$ cat src/rtl/sum_res_norm_pkg.sv
`default_nettype none
// ============================================================================
//  Module   : sum_res_norm_pkg
//  Purpose  : Shared widths, constants and FSM state type for the
//             post-addition normaliser/rounder (sum_res_norm).
//  Ports    : none (package)
//  Revision : 1.0 - initial release
// ============================================================================
package sum_res_norm_pkg;

  localparam int MANT_W = 8;
  localparam int SUM_W  = 12;
  localparam int EXP_W  = 8;

  localparam logic [EXP_W-1:0]  EXP_MAX  = 8'hFF;
  localparam logic [MANT_W-1:0] SAT_VAL  = 8'hFF;
  // Mantissa after a rounding carry-out: hidden bit set, fraction clear.
  localparam logic [MANT_W-1:0] MANT_ONE = 8'h80;

  typedef enum logic [1:0] {
    ST_IDLE  = 2'd0,
    ST_NORM  = 2'd1,
    ST_ROUND = 2'd2,
    ST_DONE  = 2'd3
  } state_e;

endpackage
`default_nettype wire

$ cat src/rtl/sum_res_norm_rnd.sv
`default_nettype none
// ============================================================================
//  Module   : sum_res_rnd
//  Purpose  : Combinational rounding-increment decision and mantissa
//             overflow detect for the normalised sum.
//  Macro    : SUM_RES_ROUND_EN - defined: round-to-nearest-even;
//                                 undefined: truncate (G/R/S discarded).
//  Ports    : sum_i[10:0]    normalised sum, [10:3]=mantissa, [2:0]=G,R,S
//             mant_o[7:0]    rounded mantissa (8'h80 on carry-out)
//             mant_ovf_o     rounding carried out of the mantissa
//  Revision : 1.0 - initial release
// ============================================================================
module sum_res_rnd
  import sum_res_norm_pkg::*;
(
  input  logic [SUM_W-2:0]  sum_i,
  output logic [MANT_W-1:0] mant_o,
  output logic              mant_ovf_o
);

  logic [MANT_W-1:0] w_mant;
  logic              w_inc;

  assign w_mant = sum_i[SUM_W-2:3];

`ifdef SUM_RES_ROUND_EN
  // Round up above half, or exactly half when the mantissa is odd.
  assign w_inc = sum_i[2] & (sum_i[1] | sum_i[0] | w_mant[0]);
`else
  logic w_unused_grs;
  assign w_unused_grs = ^sum_i[2:0];
  assign w_inc        = 1'b0;
`endif

  assign mant_ovf_o = w_inc & (w_mant == SAT_VAL);
  assign mant_o     = mant_ovf_o ? MANT_ONE : (w_mant + {{(MANT_W-1){1'b0}}, w_inc});

endmodule
`default_nettype wire

$ cat src/rtl/sum_res_norm.sv
`default_nettype none
// ============================================================================
//  Module   : sum_res_norm
//  Purpose  : Iterative post-addition normaliser and rounder. One shift per
//             cycle, valid/ready handshake on input and output.
//  Macro    : SUM_RES_ROUND_EN (rounding mode, see sum_res_rnd)
//  Ports    : clk_i, rst_i          clock, sync active-high reset
//             valid_i/ready_o       input handshake (ready only in IDLE)
//             sum_i[11:0]           {carry, mant[7:0], G, R, S}
//             exp_i[7:0]            exponent before normalisation
//             valid_o/ready_i       output handshake
//             mant_o, exp_o         normalised result
//             ovf_o, unf_o, zero_o  mutually exclusive status flags
//  Revision : 1.0 - initial release
// ============================================================================
module sum_res_norm
  import sum_res_norm_pkg::*;
(
  input  logic              clk_i,
  input  logic              rst_i,
  input  logic              valid_i,
  output logic              ready_o,
  input  logic [SUM_W-1:0]  sum_i,
  input  logic [EXP_W-1:0]  exp_i,
  output logic              valid_o,
  input  logic              ready_i,
  output logic [MANT_W-1:0] mant_o,
  output logic [EXP_W-1:0]  exp_o,
  output logic              ovf_o,
  output logic              unf_o,
  output logic              zero_o
);

  state_e            state_q, state_d;
  logic [SUM_W-1:0]  sum_q, sum_d;
  logic [EXP_W-1:0]  exp_q, exp_d;
  logic [MANT_W-1:0] mant_q, mant_d;
  logic [EXP_W-1:0]  rexp_q, rexp_d;
  logic              ovf_q, ovf_d;
  logic              unf_q, unf_d;
  logic              zero_q, zero_d;

  logic [MANT_W-1:0] w_rnd_mant;
  logic              w_rnd_ovf;

  // NORM-stage decode, evaluated top-down by priority.
  logic w_is_zero, w_carry, w_norm_ok, w_exp_zero, w_exp_max;
  assign w_is_zero  = (sum_q == '0);
  assign w_carry    = sum_q[SUM_W-1];
  assign w_norm_ok  = sum_q[SUM_W-2];
  assign w_exp_zero = (exp_q == '0);
  assign w_exp_max  = (exp_q == EXP_MAX);

  sum_res_rnd u_rnd (
    .sum_i      (sum_q[SUM_W-2:0]),
    .mant_o     (w_rnd_mant),
    .mant_ovf_o (w_rnd_ovf)
  );

  // State register
  always_ff @(posedge clk_i) begin
    if (rst_i) state_q <= ST_IDLE;
    else       state_q <= state_d;
  end

  // Next-state logic
  always_comb begin
    state_d = state_q;
    case (state_q)
      ST_IDLE:  if (valid_i) state_d = ST_NORM;
      ST_NORM: begin
        if (w_is_zero)                  state_d = ST_DONE;
        else if (w_carry && w_exp_max)  state_d = ST_DONE;
        else if (w_carry)               state_d = ST_NORM;
        else if (w_norm_ok)             state_d = ST_ROUND;
        else if (w_exp_zero)            state_d = ST_DONE;
        else                            state_d = ST_NORM;
      end
      ST_ROUND: state_d = ST_DONE;
      ST_DONE:  if (ready_i) state_d = ST_IDLE;
      default:  state_d = ST_IDLE;
    endcase
  end

  // FSM outputs; ready is masked while reset is held.
  always_comb begin
    ready_o = (state_q == ST_IDLE) && !rst_i;
    valid_o = (state_q == ST_DONE);
  end

  // Datapath next-state
  always_comb begin
    sum_d  = sum_q;
    exp_d  = exp_q;
    mant_d = mant_q;
    rexp_d = rexp_q;
    ovf_d  = ovf_q;
    unf_d  = unf_q;
    zero_d = zero_q;
    case (state_q)
      ST_IDLE: begin
        if (valid_i) begin
          sum_d  = sum_i;
          exp_d  = exp_i;
          mant_d = '0;
          rexp_d = '0;
          ovf_d  = 1'b0;
          unf_d  = 1'b0;
          zero_d = 1'b0;
        end
      end
      ST_NORM: begin
        if (w_is_zero) begin
          mant_d = '0;
          rexp_d = '0;
          zero_d = 1'b1;
        end else if (w_carry && w_exp_max) begin
          mant_d = SAT_VAL;
          rexp_d = SAT_VAL;
          ovf_d  = 1'b1;
        end else if (w_carry) begin
          // Right shift; the dropped bit is folded into sticky.
          sum_d = {1'b0, sum_q[SUM_W-1:2], sum_q[1] | sum_q[0]};
          exp_d = exp_q + 8'd1;
        end else if (w_norm_ok) begin
          sum_d = sum_q;
        end else if (w_exp_zero) begin
          mant_d = '0;
          rexp_d = '0;
          unf_d  = 1'b1;
        end else begin
          sum_d = sum_q << 1;
          exp_d = exp_q - 8'd1;
        end
      end
      ST_ROUND: begin
        if (w_rnd_ovf && w_exp_max) begin
          mant_d = SAT_VAL;
          rexp_d = SAT_VAL;
          ovf_d  = 1'b1;
        end else begin
          mant_d = w_rnd_mant;
          rexp_d = exp_q + {{(EXP_W-1){1'b0}}, w_rnd_ovf};
        end
      end
      default: ;
    endcase
  end

  always_ff @(posedge clk_i) begin
    if (rst_i) begin
      sum_q  <= '0;
      exp_q  <= '0;
      mant_q <= '0;
      rexp_q <= '0;
      ovf_q  <= 1'b0;
      unf_q  <= 1'b0;
      zero_q <= 1'b0;
    end else begin
      sum_q  <= sum_d;
      exp_q  <= exp_d;
      mant_q <= mant_d;
      rexp_q <= rexp_d;
      ovf_q  <= ovf_d;
      unf_q  <= unf_d;
      zero_q <= zero_d;
    end
  end

  assign mant_o = mant_q;
  assign exp_o  = rexp_q;
  assign ovf_o  = ovf_q;
  assign unf_o  = unf_q;
  assign zero_o = zero_q;

endmodule
`default_nettype wire

$ cat config.mk
export PLATFORM = sky130hd
export DESIGN_NAME = sum_res_norm
export DESIGN_NICKNAME = d
export VERILOG_FILES = /design/src/rtl/sum_res_norm_pkg.sv /design/src/rtl/sum_res_norm_rnd.sv /design/src/rtl/sum_res_norm.sv
export SDC_FILE = /design/constraint.sdc
export NUM_CORES = 1
export LEC_CHECK = 0
export CORE_ASPECT_RATIO = 1.25
export CORE_MARGIN = 1.5
export CORE_UTILIZATION = 55
export CTS_BUF_LIST = sky130_fd_sc_hd__clkbuf_8
export DETAILED_ROUTE_END_ITERATION = 10
export PLACE_DENSITY = 0.91
export SLEW_MARGIN = 20
export SYNTH_ARGS = -nofsm -noshare
export SYNTH_HDL_FRONTEND = slang
export SYNTH_SLANG_ARGS = --single-unit
$ cat constraint.sdc
create_clock -name clk_i -period 2.45 [get_ports clk_i]
set_input_delay 0.49 -clock clk_i [delete_from_list [all_inputs] [get_ports clk_i]]
set_output_delay 0.49 -clock clk_i [all_outputs]
set_load 0.05 [all_outputs]
==> results.md, run 1 <==
* Kind of capture point of the worst setup path: output port
* Avg Cell Area, Syn at 7.471 um^2
* Headroom to the max-slew limit at 0.4083
* Number of global-route vias before repair at 2456
* Xor-xnor portion of the synthesized cell area at 0.01694
* Critical Path RT at 1960 ps
* Signed area change from the synthesized netlist to the final layout at 24.93%
* Cell variety after synth at 47
* Worst Setup Slack post-DPL at 220.0 ps
* Seq cells post-synth at 41
* Sink of the worst hold path: mant_o[7]
* Count of routing violations after the opening detailed-route iteration at 173
* Number of pins exceeding their max-slew limit in the final report at 0
* Floorplan Core Area at 4459 um^2
* Net count, final at 426
* Antenna violations before repair at 0
* Setup slack of the worst register-to-register path at 260 ps
* Maximum clock skew at final layout at 4.634 ps
* VDD IR max at 0.5351 mV
* Post-Syn Nets at 382
* Post-route DRC at 0
* PnR worst setup slack at 190.4 ps
* Clock tree from TritonCTS: yes
* Vias at 2629
* Share of layout cells above drive strength 1 at 0.09231
* Launching point of the worst reg2reg path: sum_q[11]
* Number of buffers created by CTS at 5
* Crit path launch type: flop
* Count of input and output buffers at 44
* Rows at 27
* Mapped cell area at 2585 um^2
* Number of nets still failing antenna checks after routing at 0
* Min-Delay Path Class: reg -> reg
* Number of enable flip-flop cells after synthesis at 0
* Result of the run: completed
* Multiplexer share of the synthesized area at 0.07357
* Post-DR vias/cell at 5.868
* Static Leakage at 0.001279 uW
* Maximum clock insertion buffer count at 2
* RD Place Congestion at 0.9510
* Number of setup violations in the final report at 0
* Area share of the largest cell type after synthesis at 0.3175
* Total Neg Setup Slack at 0 ps
* Setup repair after global routing missed its margin: false
* Fmax at 0.4426 GHz
* Number of antenna repair diodes at 0
* Avg WL per Cell at 14.45 um
* Number of inserted filler cells in the final layout at 368
* Startpoint of the worst hold path: mant_o[7]
* Total Routed Length at 6472 um
* Final hold violations at 0
* Clk_lat worst skew at 290 ps
* HPWL Detailed at 4647 um
* Async S/R FF share, synth at 0
* Start-to-end type of the worst setup path: reg -> out
* Area of combinational cells with multiple inputs at 1614 um^2
* Clock transition time at the flip-flop clock pins of the worst setup and hold paths at 70 ps
* Cell accounting for the most synthesized area: sky130_fd_sc_hd__dfxtp_1
* Number of cell instances on the worst register-to-register path at 8
* R2r endpoint: exp_q[6]
* Share of the yosys chip area belonging to registers at 0.3175
* Sequential cell area at 822.0 um^2
* Effective utilization at floorplan at 0.5797
* Share of the clock period used by the worst path after layout at 0.9223
* Cell Pwr Density at 892.8 nW/um^2
* Largest driver fanout on the critical path at 5
* Leading register cell type out of synthesis: sky130_fd_sc_hd__dfxtp_1
* Count of warnings emitted by yosys at 0
* Data arrival time of the worst path at 1770 ps
* Power Total at 2883 uW
* Count of hold buffers inserted by post-cts repair at 0
* All-layer global routing usage at 0.2619
* Adder-cell share of the synthesized area at 0.06099
* Worst hold path cell count at 2
* Master cell of the clock root buffer: sky130_fd_sc_hd__clkbuf_8
* Leading post-synthesis cells by cell area: sky130_fd_sc_hd__dfxtp_1, sky130_fd_sc_hd__nand2_1, sky130_fd_sc_hd__mux2i_1
* Overflow left after global routing at 0
* Die ar. at 5123 um^2
* First-pass GRT wire length at 10690 um
* Total of max-cap violations at 0
* TritonCTS Sinks at 41
* Width of the die at 64.32 um
* CTS H-tree lvls at 2
* Hold_ws at 457.1 ps
* Min Tclk post-route at 2260 ps
* Largest net degree at the start of global routing at 37
* Fraction of the mapped netlist area in compound gates at 0.2091
* Num ports at 45
* Synth Area in Simple Gates at 0.2599
* Chip height at 79.65 um
* Cells after Synth at 346
* Slew at the pin closest to its max-slew limit at 885.7 ps
* Number of detailed-routing iterations run before antenna repair at 5
* Combinational family with the most area after synthesis: simple AND/OR/NAND/NOR gates
## per-layer routing
layer / vias to the layer above / part of all wire / GRT usage
met3: 13 / 0.050 / 0.05642
met5: - / 0 / 0
met4: 0 / 0.016 / 0.1021
li1: 1309 / - / -
met2: 92 / 0.51 / 0.4667
met1: 1215 / 0.42 / 0.3036
## metrics by stage
step / std cells / instance area, um^2 / util
after CTS: 445 / 3192 / 0.7158
after global placement: 438 / 3105 / 0.6964
final: 448 / 3229 / 0.7242
after floorplan: 346 / 2585 / -
after detailed placement: 438 / 3105 / 0.6964
after global routing: 448 / 3229 / 0.7242
## power breakdown
group / internal [uW] / switching, uW / total [uW]
Combinational: 640 / 907 / 1550
Sequential: 774 / 123 / 896
Clock: 219 / 221 / 440
## what timing repair did
action / in CTS / in global routing
endpoints found under the hold margin: 0 / 0
resized for setup: 0 / 2
buffers inserted: 0 / 3
endpoints found under the setup margin: 0 / 1
## placed cells by master, fill, tap and decap left out, types with 2 or more instances in the layout
| cell type | count |
|---|---|
| sky130_fd_sc_hd__nand3_1 | 6 |
| sky130_fd_sc_hd__nand4_1 | 11 |
| sky130_fd_sc_hd__o21ai_0 | 19 |
| sky130_fd_sc_hd__o21a_1 | 2 |
| sky130_fd_sc_hd__ha_1 | 11 |
| sky130_fd_sc_hd__nand2b_1 | 2 |
| sky130_fd_sc_hd__or4_4 | 2 |
| sky130_fd_sc_hd__a21oi_1 | 22 |
| sky130_fd_sc_hd__o211ai_1 | 9 |
| sky130_fd_sc_hd__mux2i_1 | 19 |
| sky130_fd_sc_hd__a31oi_1 | 9 |
| sky130_fd_sc_hd__clkbuf_8 | 6 |
| sky130_fd_sc_hd__a211oi_1 | 9 |
| sky130_fd_sc_hd__nand2_1 | 91 |
| sky130_fd_sc_hd__nor4_1 | 2 |
| sky130_fd_sc_hd__nor2_1 | 17 |
| sky130_fd_sc_hd__dfxtp_1 | 40 |
| sky130_fd_sc_hd__nor2_2 | 2 |
| sky130_fd_sc_hd__clkdlybuf4s50_1 | 43 |
| sky130_fd_sc_hd__or4_1 | 2 |
| sky130_fd_sc_hd__inv_1 | 7 |
| sky130_fd_sc_hd__xor2_1 | 3 |
| sky130_fd_sc_hd__or3_1 | 2 |
| sky130_fd_sc_hd__a311oi_1 | 2 |
| sky130_fd_sc_hd__nor3_1 | 7 |
| sky130_fd_sc_hd__buf_4 | 20 |
| sky130_fd_sc_hd__xnor2_1 | 2 |
| sky130_fd_sc_hd__nor2b_1 | 3 |
## flip-flops by register name, indices dropped and copies added, names as in the netlist, named ones only
name	cells
zero_o	1
sum_q	12
state_q	1
exp_q	8
ovf_o	1
unf_o	1
mant_o	8
exp_o	8
## layout make-up
cell class | instances | area share
clock inverters | 1 | 0.001162
inverters | 8 | 0.01046
repair buffers | 64 | 0.1860
flip-flops and latches | 41 | 0.2546
clock buffers | 6 | 0.02557
well taps | 58 | 0.02247
multi-input cells | 270 | 0.4998
## worst max-delay path, cell delays in order, from the launching register on
cell	delay (ps)
sky130_fd_sc_hd__dfxtp_1	410
sky130_fd_sc_hd__ha_1	230
sky130_fd_sc_hd__clkdlybuf4s50_1	830
## cells in the mapped netlist, types with 2 or more instances
cell type	instances
sky130_fd_sc_hd__xor2_1	3
sky130_fd_sc_hd__or4_1	2
sky130_fd_sc_hd__nor4_1	2
sky130_fd_sc_hd__or3_1	2
sky130_fd_sc_hd__a311oi_1	2
sky130_fd_sc_hd__nor2_2	2
sky130_fd_sc_hd__o211ai_1	9
sky130_fd_sc_hd__buf_6	2
sky130_fd_sc_hd__o21ai_0	19
sky130_fd_sc_hd__ha_1	11
sky130_fd_sc_hd__dfxtp_1	41
sky130_fd_sc_hd__nand2_1	91
sky130_fd_sc_hd__xnor2_1	2
sky130_fd_sc_hd__inv_1	7
sky130_fd_sc_hd__nand4_1	11
sky130_fd_sc_hd__buf_4	3
sky130_fd_sc_hd__nand2b_1	2
sky130_fd_sc_hd__a31oi_1	9
sky130_fd_sc_hd__or4_4	2
sky130_fd_sc_hd__o21a_1	2
sky130_fd_sc_hd__nor3_1	7
sky130_fd_sc_hd__buf_2	2
sky130_fd_sc_hd__a211oi_1	9
sky130_fd_sc_hd__clkbuf_1	19
sky130_fd_sc_hd__a21oi_1	22
sky130_fd_sc_hd__nor2b_1	3
sky130_fd_sc_hd__nand3_1	6
sky130_fd_sc_hd__nor2_1	17
sky130_fd_sc_hd__mux2i_1	19
## logic make-up (layout without fill, tap and decap cells)
group	after synthesis	in the layout
simple gates	150	150
compound gates	84	84
flops	41	41
buf+inv	35	79
mux	19	19
fa+ha+maj	12	12
xor+xnor	5	5
## worst max path at each step
stage                     to  slack (ps)  cells after the start
finish               valid_o         190                      2
global route        exp_q[6]          80                      7
floorplan           exp_q[4]         430                     10
CTS                 exp_q[6]         200                      7
detailed placement  exp_q[6]         220                      7
global placement    exp_q[7]         320                      7
Note: power is estimated with default switching activity, not from simulation.
==> inputs of run 2 (changes only) <==
--- a/config.mk
+++ b/config.mk
@@ -11,6 +11,7 @@
 export CTS_BUF_LIST = sky130_fd_sc_hd__clkbuf_8
 export DETAILED_ROUTE_END_ITERATION = 10
 export PLACE_DENSITY = 0.91
+export RECOVER_POWER = 25
 export SLEW_MARGIN = 20
 export SYNTH_ARGS = -nofsm -noshare
 export SYNTH_HDL_FRONTEND = slang
==> results.md, run 2 (synthesized netlist as in run 1, its figures left out) <==
* Result of the run: completed
* Number of flip-flops under the largest register name at 12 (unchanged)
* RD Place Congestion at 0.9510 (unchanged)
* Min-Delay Path Class: reg -> reg
* Launching point of the worst reg2reg path: sum_q[11]
* Largest incremental delay on the critical path at 830 ps (about the same)
* Count of input and output buffers at 44 (unchanged)
* Most frequent standard cell in the layout excluding fill and tap cells: sky130_fd_sc_hd__nand2_1
* Slew at the pin closest to its max-slew limit at 886.1 ps (+0.3055 ps)
* CTS H-tree lvls at 2 (unchanged)
* Logic pwr share at 0.535 (-0.002)
* Data arrival time of the worst path at 1770 ps (about the same)
* Die ar. at 5123 um^2 (unchanged)
* Max stage delay cell, worst path: sky130_fd_sc_hd__clkdlybuf4s50_1
* First-pass GRT wire length at 10690 um (unchanged)
* CP Cell Sequence: ha_1 -> clkdlybuf4s50_1
* All-layer global routing usage at 0.2619 (unchanged)
* VDD IR max at 0.5337 mV (-0.26%)
* Most used cells in the layout excluding fill and tap cells: sky130_fd_sc_hd__nand2_1, sky130_fd_sc_hd__dfxtp_1, sky130_fd_sc_hd__clkdlybuf4s50_1, sky130_fd_sc_hd__a21oi_1
* Met3 track demand over resource at 0.05642 (unchanged)
* Worst Setup Slack post-DPL at 220.0 ps (unchanged)
* TritonCTS Sinks at 41 (unchanged)
* Worst Path Buf+Inv at 1 (unchanged)
* Signed area change from the synthesized netlist to the final layout at 24.78%
* Share of total power in sequential cells at 0.312 (about the same)
* Rows at 27 (unchanged)
* Maximum clock skew at final layout at 4.307 ps (-0.3271 ps)
* Number of pins exceeding their max-slew limit in the final report at 0 (unchanged)
* Power Total at 2868 uW (-0.53%)
* Area of combinational cells with multiple inputs at 1614 um^2 (unchanged)
* Largest driver fanout on the critical path at 5 (unchanged)
* Static Leakage at 0.001307 uW (+2.2%)
* Post-route DRC at 0 (unchanged)
* Number of buffers created by CTS at 5 (unchanged)
* Avg WL per Cell at 14.42 um (-0.20%)
* Fraction of power consumed by the clock network at 0.153 (about the same)
* Min Tclk post-route at 2255 ps (-4.124 ps)
* Width of the die at 64.32 um (unchanged)
* Chip height at 79.65 um (unchanged)
* Largest delay share family, worst path: buffers and inverters
* Master cell of the clock root buffer: sky130_fd_sc_hd__clkbuf_8
* Share of total power consumed by net switching at 0.4341 (+0.0004817)
* Critical Path RT at 1960 ps (about the same)
* Clock transition time at the flip-flop clock pins of the worst setup and hold paths at 70 ps (about the same)
* Number of nets still failing antenna checks after routing at 0 (unchanged)
* Total Routed Length at 6459 um (-0.20%)
* Headroom to the max-slew limit at 0.4081 (about the same)
* Internal Dissipation at 1623 uW (-0.61%)
* Number of setup violations in the final report at 0 (unchanged)
* Clk_lat worst skew at 290 ps (about the same)
* Setup repair after global routing missed its margin: false
* Net count, final at 426 (unchanged)
* Antenna violations before repair at 0 (unchanged)
* Crit path launch type: flop
* Kind of capture point of the worst setup path: output port
* Maximum clock insertion buffer count at 2 (unchanged)
* Final hold violations at 0 (unchanged)
* Count of routing violations after the opening detailed-route iteration at 170 (-1.7%)
* Share of the clock period used by the worst path after layout at 0.9206 (-0.001683)
* Overflow left after global routing at 0 (unchanged)
* PnR worst setup slack at 194.6 ps (+4.124 ps)
* Fmax at 0.4434 GHz (+0.18%)
* Number of global-route vias before repair at 2456 (unchanged)
* Start-to-end type of the worst setup path: reg -> out
* Startpoint of the worst hold path: mant_o[7]
* Total Neg Setup Slack at 0 ps (unchanged)
* Largest net degree at the start of global routing at 37 (unchanged)
* Num ports at 45 (unchanged)
* NetSw at 1245 uW (-0.42%)
* Share of layout cells above drive strength 1 at 0.08974 (-0.002564)
* Sequential cell area at 822.0 um^2 (unchanged)
* Number of detailed-routing iterations run before antenna repair at 5 (unchanged)
* Cell Pwr Density at 889.2 nW/um^2 (-0.41%)
* Total of max-cap violations at 0 (unchanged)
* Met2 Use GR at 0.4667 (unchanged)
* Effective utilization at floorplan at 0.5797 (unchanged)
* Most flops, register: sum_q
* Count of hold buffers inserted by post-cts repair at 0 (unchanged)
* Floorplan Core Area at 4459 um^2 (unchanged)
* Number of inserted filler cells in the final layout at 370 (+0.54%)
* GRT met1 Usage at 0.3036 (unchanged)
* Clock tree from TritonCTS: yes
* Post-DR vias/cell at 5.902 (+0.57%)
* Vias at 2644 (+0.57%)
* Number of antenna repair diodes at 0 (unchanged)
* HPWL Detailed at 4647 um (unchanged)
* GR peak layer: met2
-- run 2: path summary, 6_finish.rpt --
kind,end,slack [ps],cells past startpoint
worst max register to register,exp_q[6],260,8
worst min register to register,mant_o[7],450,2
worst min-delay path,mant_o[7],450,2
worst max-delay path,valid_o,190,2
-- run 2: stage by stage --
stage | cell area, um^2 | util | std cells | hold WS [ps]
4_1_cts | 3192 | 0.7158 | 445 | 460.8
2_1_floorplan | 2585 | - | 346 | 449.3
3_3_place_gp | 3105 | 0.6964 | 438 | 443.3
3_5_place_dp | 3105 | 0.6964 | 438 | 450.6
5_1_grt | 3226 | 0.7233 | 448 | 468.6
6_report | 3226 | 0.7233 | 448 | 454.2
-- run 2: power groups by stage --
| stage | Clock, uW | Sequential, uW | Combinational [uW] |
|---|---|---|---|
| after detailed placement | 0 | 902 | 1490 |
| after CTS | 442 | 888 | 1500 |
| after floorplan | 0 | 901 | 1140 |
| final | 439 | 896 | 1530 |
| after global placement | 0 | 889 | 1440 |
| after global routing | 470 | 908 | 1680 |
-- run 2: worst reg2reg max path: stages, from the launching register on --
cell and delay [ps]:
sky130_fd_sc_hd__dfxtp_2 400, sky130_fd_sc_hd__clkinvlp_4 210, sky130_fd_sc_hd__buf_4 210, sky130_fd_sc_hd__ha_1 340, sky130_fd_sc_hd__o21ai_0 120, sky130_fd_sc_hd__o21ai_0 310, sky130_fd_sc_hd__nor3_1 90, sky130_fd_sc_hd__a311oi_1 280
sky130_fd_sc_hd__a211oi_1 110
-- run 2: final cells by class --
class / count / share of cell area
clock buffers: 6 / 0.02560
flip-flops and latches: 41 / 0.2548
multi-input cells: 270 / 0.5004
well taps: 58 / 0.02250
clock inverters: 1 / 0.001164
repair buffers: 64 / 0.1850
inverters: 8 / 0.01047
-- run 2: timing repair --
item	in CTS	in global routing
endpoints found under the setup margin	0	1
setup buffers	0	3
gates resized for setup	0	2
-- run 2: per-layer routing --
layer	vias up	wire length, um
li1	1309	-
met1	1210	2673
met2	110	3299
met3	15	377
met4	0	109
met5	-	0
==> inputs of run 3 (changes only) <==
--- a/config.mk
+++ b/config.mk
@@ -5,11 +5,12 @@
 export SDC_FILE = /design/constraint.sdc
 export NUM_CORES = 1
 export LEC_CHECK = 0
-export CORE_ASPECT_RATIO = 1.25
+export CORE_ASPECT_RATIO = 2
 export CORE_MARGIN = 1.5
 export CORE_UTILIZATION = 55
 export CTS_BUF_LIST = sky130_fd_sc_hd__clkbuf_8
 export DETAILED_ROUTE_END_ITERATION = 10
+export HOLD_SLACK_MARGIN = 0.03
 export PLACE_DENSITY = 0.91
 export RECOVER_POWER = 25
 export SLEW_MARGIN = 20
==> results.md, run 3 (synthesized netlist as in run 1, its figures left out) <==
* Avg WL per Cell at 15.49 um (+7.4%)
* CTS H-tree lvls at 2 (unchanged)
* Most frequent standard cell in the layout excluding fill and tap cells: sky130_fd_sc_hd__nand2_1
* CP Cell Sequence: or4_4 -> nor2_4 -> o21ai_2 -> a211o_1 -> mux2i_1
* Headroom to the max-slew limit at 0.3121 (-0.09601)
* Static Leakage at 0.001301 uW (-0.45%)
* Number of antenna repair diodes at 0 (unchanged)
* Number of global-route vias before repair at 2487 (+1.3%)
* Data arrival time of the worst path at 2420 ps (+650 ps)
* Number of detailed-routing iterations run before antenna repair at 7 (+2)
* Number of flip-flops under the largest register name at 12 (unchanged)
* Number of standard cells in the layout, taps in and fillers out at 447 (-0.22%)
* Clock transition time at the flip-flop clock pins of the worst setup and hold paths at 80 ps (about the same)
* Number of buffers created by CTS at 5 (unchanged)
* Clock tree from TritonCTS: yes
* Rows at 35 (+30%)
* First-pass GRT wire length at 11170 um (+4.5%)
* Count of routing violations after the opening detailed-route iteration at 106 (-38%)
* Maximum clock insertion buffer count at 2 (unchanged)
* Largest net degree at the start of global routing at 36 (-2.7%)
* Number of setup violations in the final report at 0 (unchanged)
* Number of inserted filler cells in the final layout at 374 (+1.1%)
* Most used cells in the layout excluding fill and tap cells: sky130_fd_sc_hd__nand2_1, sky130_fd_sc_hd__dfxtp_1, sky130_fd_sc_hd__clkdlybuf4s50_1, sky130_fd_sc_hd__a21oi_1
* Antenna violations before repair at 0 (unchanged)
* Number of pins exceeding their max-slew limit in the final report at 0 (unchanged)
* Chip height at 99.95 um (+25%)
* Sequential cell area at 820.8 um^2 (-0.15%)
* Count of hold buffers inserted by post-cts repair at 0 (unchanged)
* Start-to-end type of the worst setup path: reg -> reg
* Count of input and output buffers at 44 (unchanged)
* Crit path launch type: flop
* Net count, final at 427 (+0.23%)
* Power Total at 2907 uW (+1.4%)
* Area of combinational cells with multiple inputs at 1614 um^2 (unchanged)
* VDD IR max at 0.6117 mV (+15%)
* Post-route DRC at 0 (unchanged)
* All-layer global routing usage at 0.2796 (+0.01772)
* Effective utilization at floorplan at 0.5676 (-0.01210)
* Total of max-cap violations at 0 (unchanged)
* HPWL Detailed at 4928 um (+6.1%)
* Result of the run: completed
* Setup repair after global routing missed its margin: false
* Most flops, register: sum_q
* Master cell of the clock root buffer: sky130_fd_sc_hd__clkbuf_8
* Slew at the pin closest to its max-slew limit at 1030 ps (+143.7 ps)
* Total Routed Length at 6924 um (+7.2%)
* Maximum clock skew at final layout at 9.753 ps (+5.446 ps)
* Largest driver fanout on the critical path at 16 (+11)
* Vias at 2712 (+2.6%)
* Placed cell count at 435 (-0.68%)
* Floorplan Core Area at 4554 um^2 (+2.1%)
* Final hold violations at 0 (unchanged)
* Die ar. at 5145 um^2 (+0.43%)
* Kind of capture point of the worst setup path: flop
* Overflow left after global routing at 0 (unchanged)
* Critical Path RT at 2600 ps (+640 ps)
* Clk_lat worst skew at 300 ps (about the same)
* Min-Delay Path Class: reg -> reg
* Fmax at 0.4392 GHz (-0.93%)
* Post-DR vias/cell at 6.067 (+2.8%)
* Cell Pwr Density at 901.9 nW/um^2 (+1.4%)
* Total Neg Setup Slack at 0 ps (unchanged)
* Num ports at 45 (unchanged)
* Number of nets still failing antenna checks after routing at 0 (unchanged)
* RD Place Congestion at 0.9218 (-3.1%)
* Share of layout cells above drive strength 1 at 0.09439 (+0.004644)
* Share of the clock period used by the worst path after layout at 0.9292 (+0.008658)
* Signed area change from the synthesized netlist to the final layout at 24.69% (about the same)
* TritonCTS Sinks at 41 (unchanged)
* Largest incremental delay on the critical path at 660 ps (-170 ps)
* Max stage delay cell, worst path: sky130_fd_sc_hd__or4_4
* Width of the die at 51.48 um (-20%)
* Min Tclk post-route at 2277 ps (+21.21 ps)
run 3: cell types whose count changed in the layout (fill, tap and decap cells not counted), sizes merged:
cell	delta
buf	-1
clkbuf	+1
clkdlybuf4s50	+1
clkinv	+2
clkinvlp	+1
dlygate4sd3	-1
inv	-1
run 3: what timing repair did:
item,CTS,global route
gates resized for setup,0,1
endpoints found under the setup margin,0,1
setup buffers,0,4
run 3: area by class of cell:
type / instances / share of cell area
Timing Repair Buffer: 65 / 0.1859
Clock inverter: 3 / 0.005435
Sequential cell: 41 / 0.2547
Tap cell: 55 / 0.02135
Multi-Input combinational cell: 270 / 0.5008
Clock buffer: 5 / 0.02135
Inverter: 8 / 0.01048
run 3: routing by layer:
| metal | wire length, um | global-route usage | vias up |
|---|---|---|---|
| li1 | - | - | 1312 |
| met5 | 0 | 0 | - |
| met3 | 404 | 0.03720 | 42 |
| met4 | 353 | 0.1680 | 0 |
| met1 | 2551 | 0.3104 | 1216 |
| met2 | 3615 | 0.4872 | 142 |
run 3: metrics by stage:
stage                     setup WS, ps  cell area (um^2)  hold WS [ps]    util
after CTS                        197.5              3198         462.5  0.7022
final                            173.4              3223         456.9  0.7077
after global routing             28.91              3223         482.1  0.7077
after detailed placement         211.2              3112         452.4  0.6832
after global placement           264.5              3102         443.9  0.6810
after floorplan                  431.5              2585         449.3       -
run 3: worst paths after layout:
check | from | endpoint | slack, ps | depth (start not counted)
max | exp_q[1] | exp_o[1] | 170 | 5
min | mant_o[6] | mant_o[6] | 460 | 2
max reg2reg | exp_q[1] | exp_o[1] | 170 | 5
min reg2reg | mant_o[6] | mant_o[6] | 460 | 2
run 3: worst max-delay path, delay by kind of cell, from the launching register on:
kind / cells / cell delay, ps
AOI/OAI and AO/OA: 2 / 620
DFF: 1 / 390
muxes: 1 / 220
and+or+nand+nor: 2 / 880
run 3: power breakdown:
group	switching (uW)	internal [uW]
clock network	246	197
registers	124	773
logic	928	640
total	1300	1610
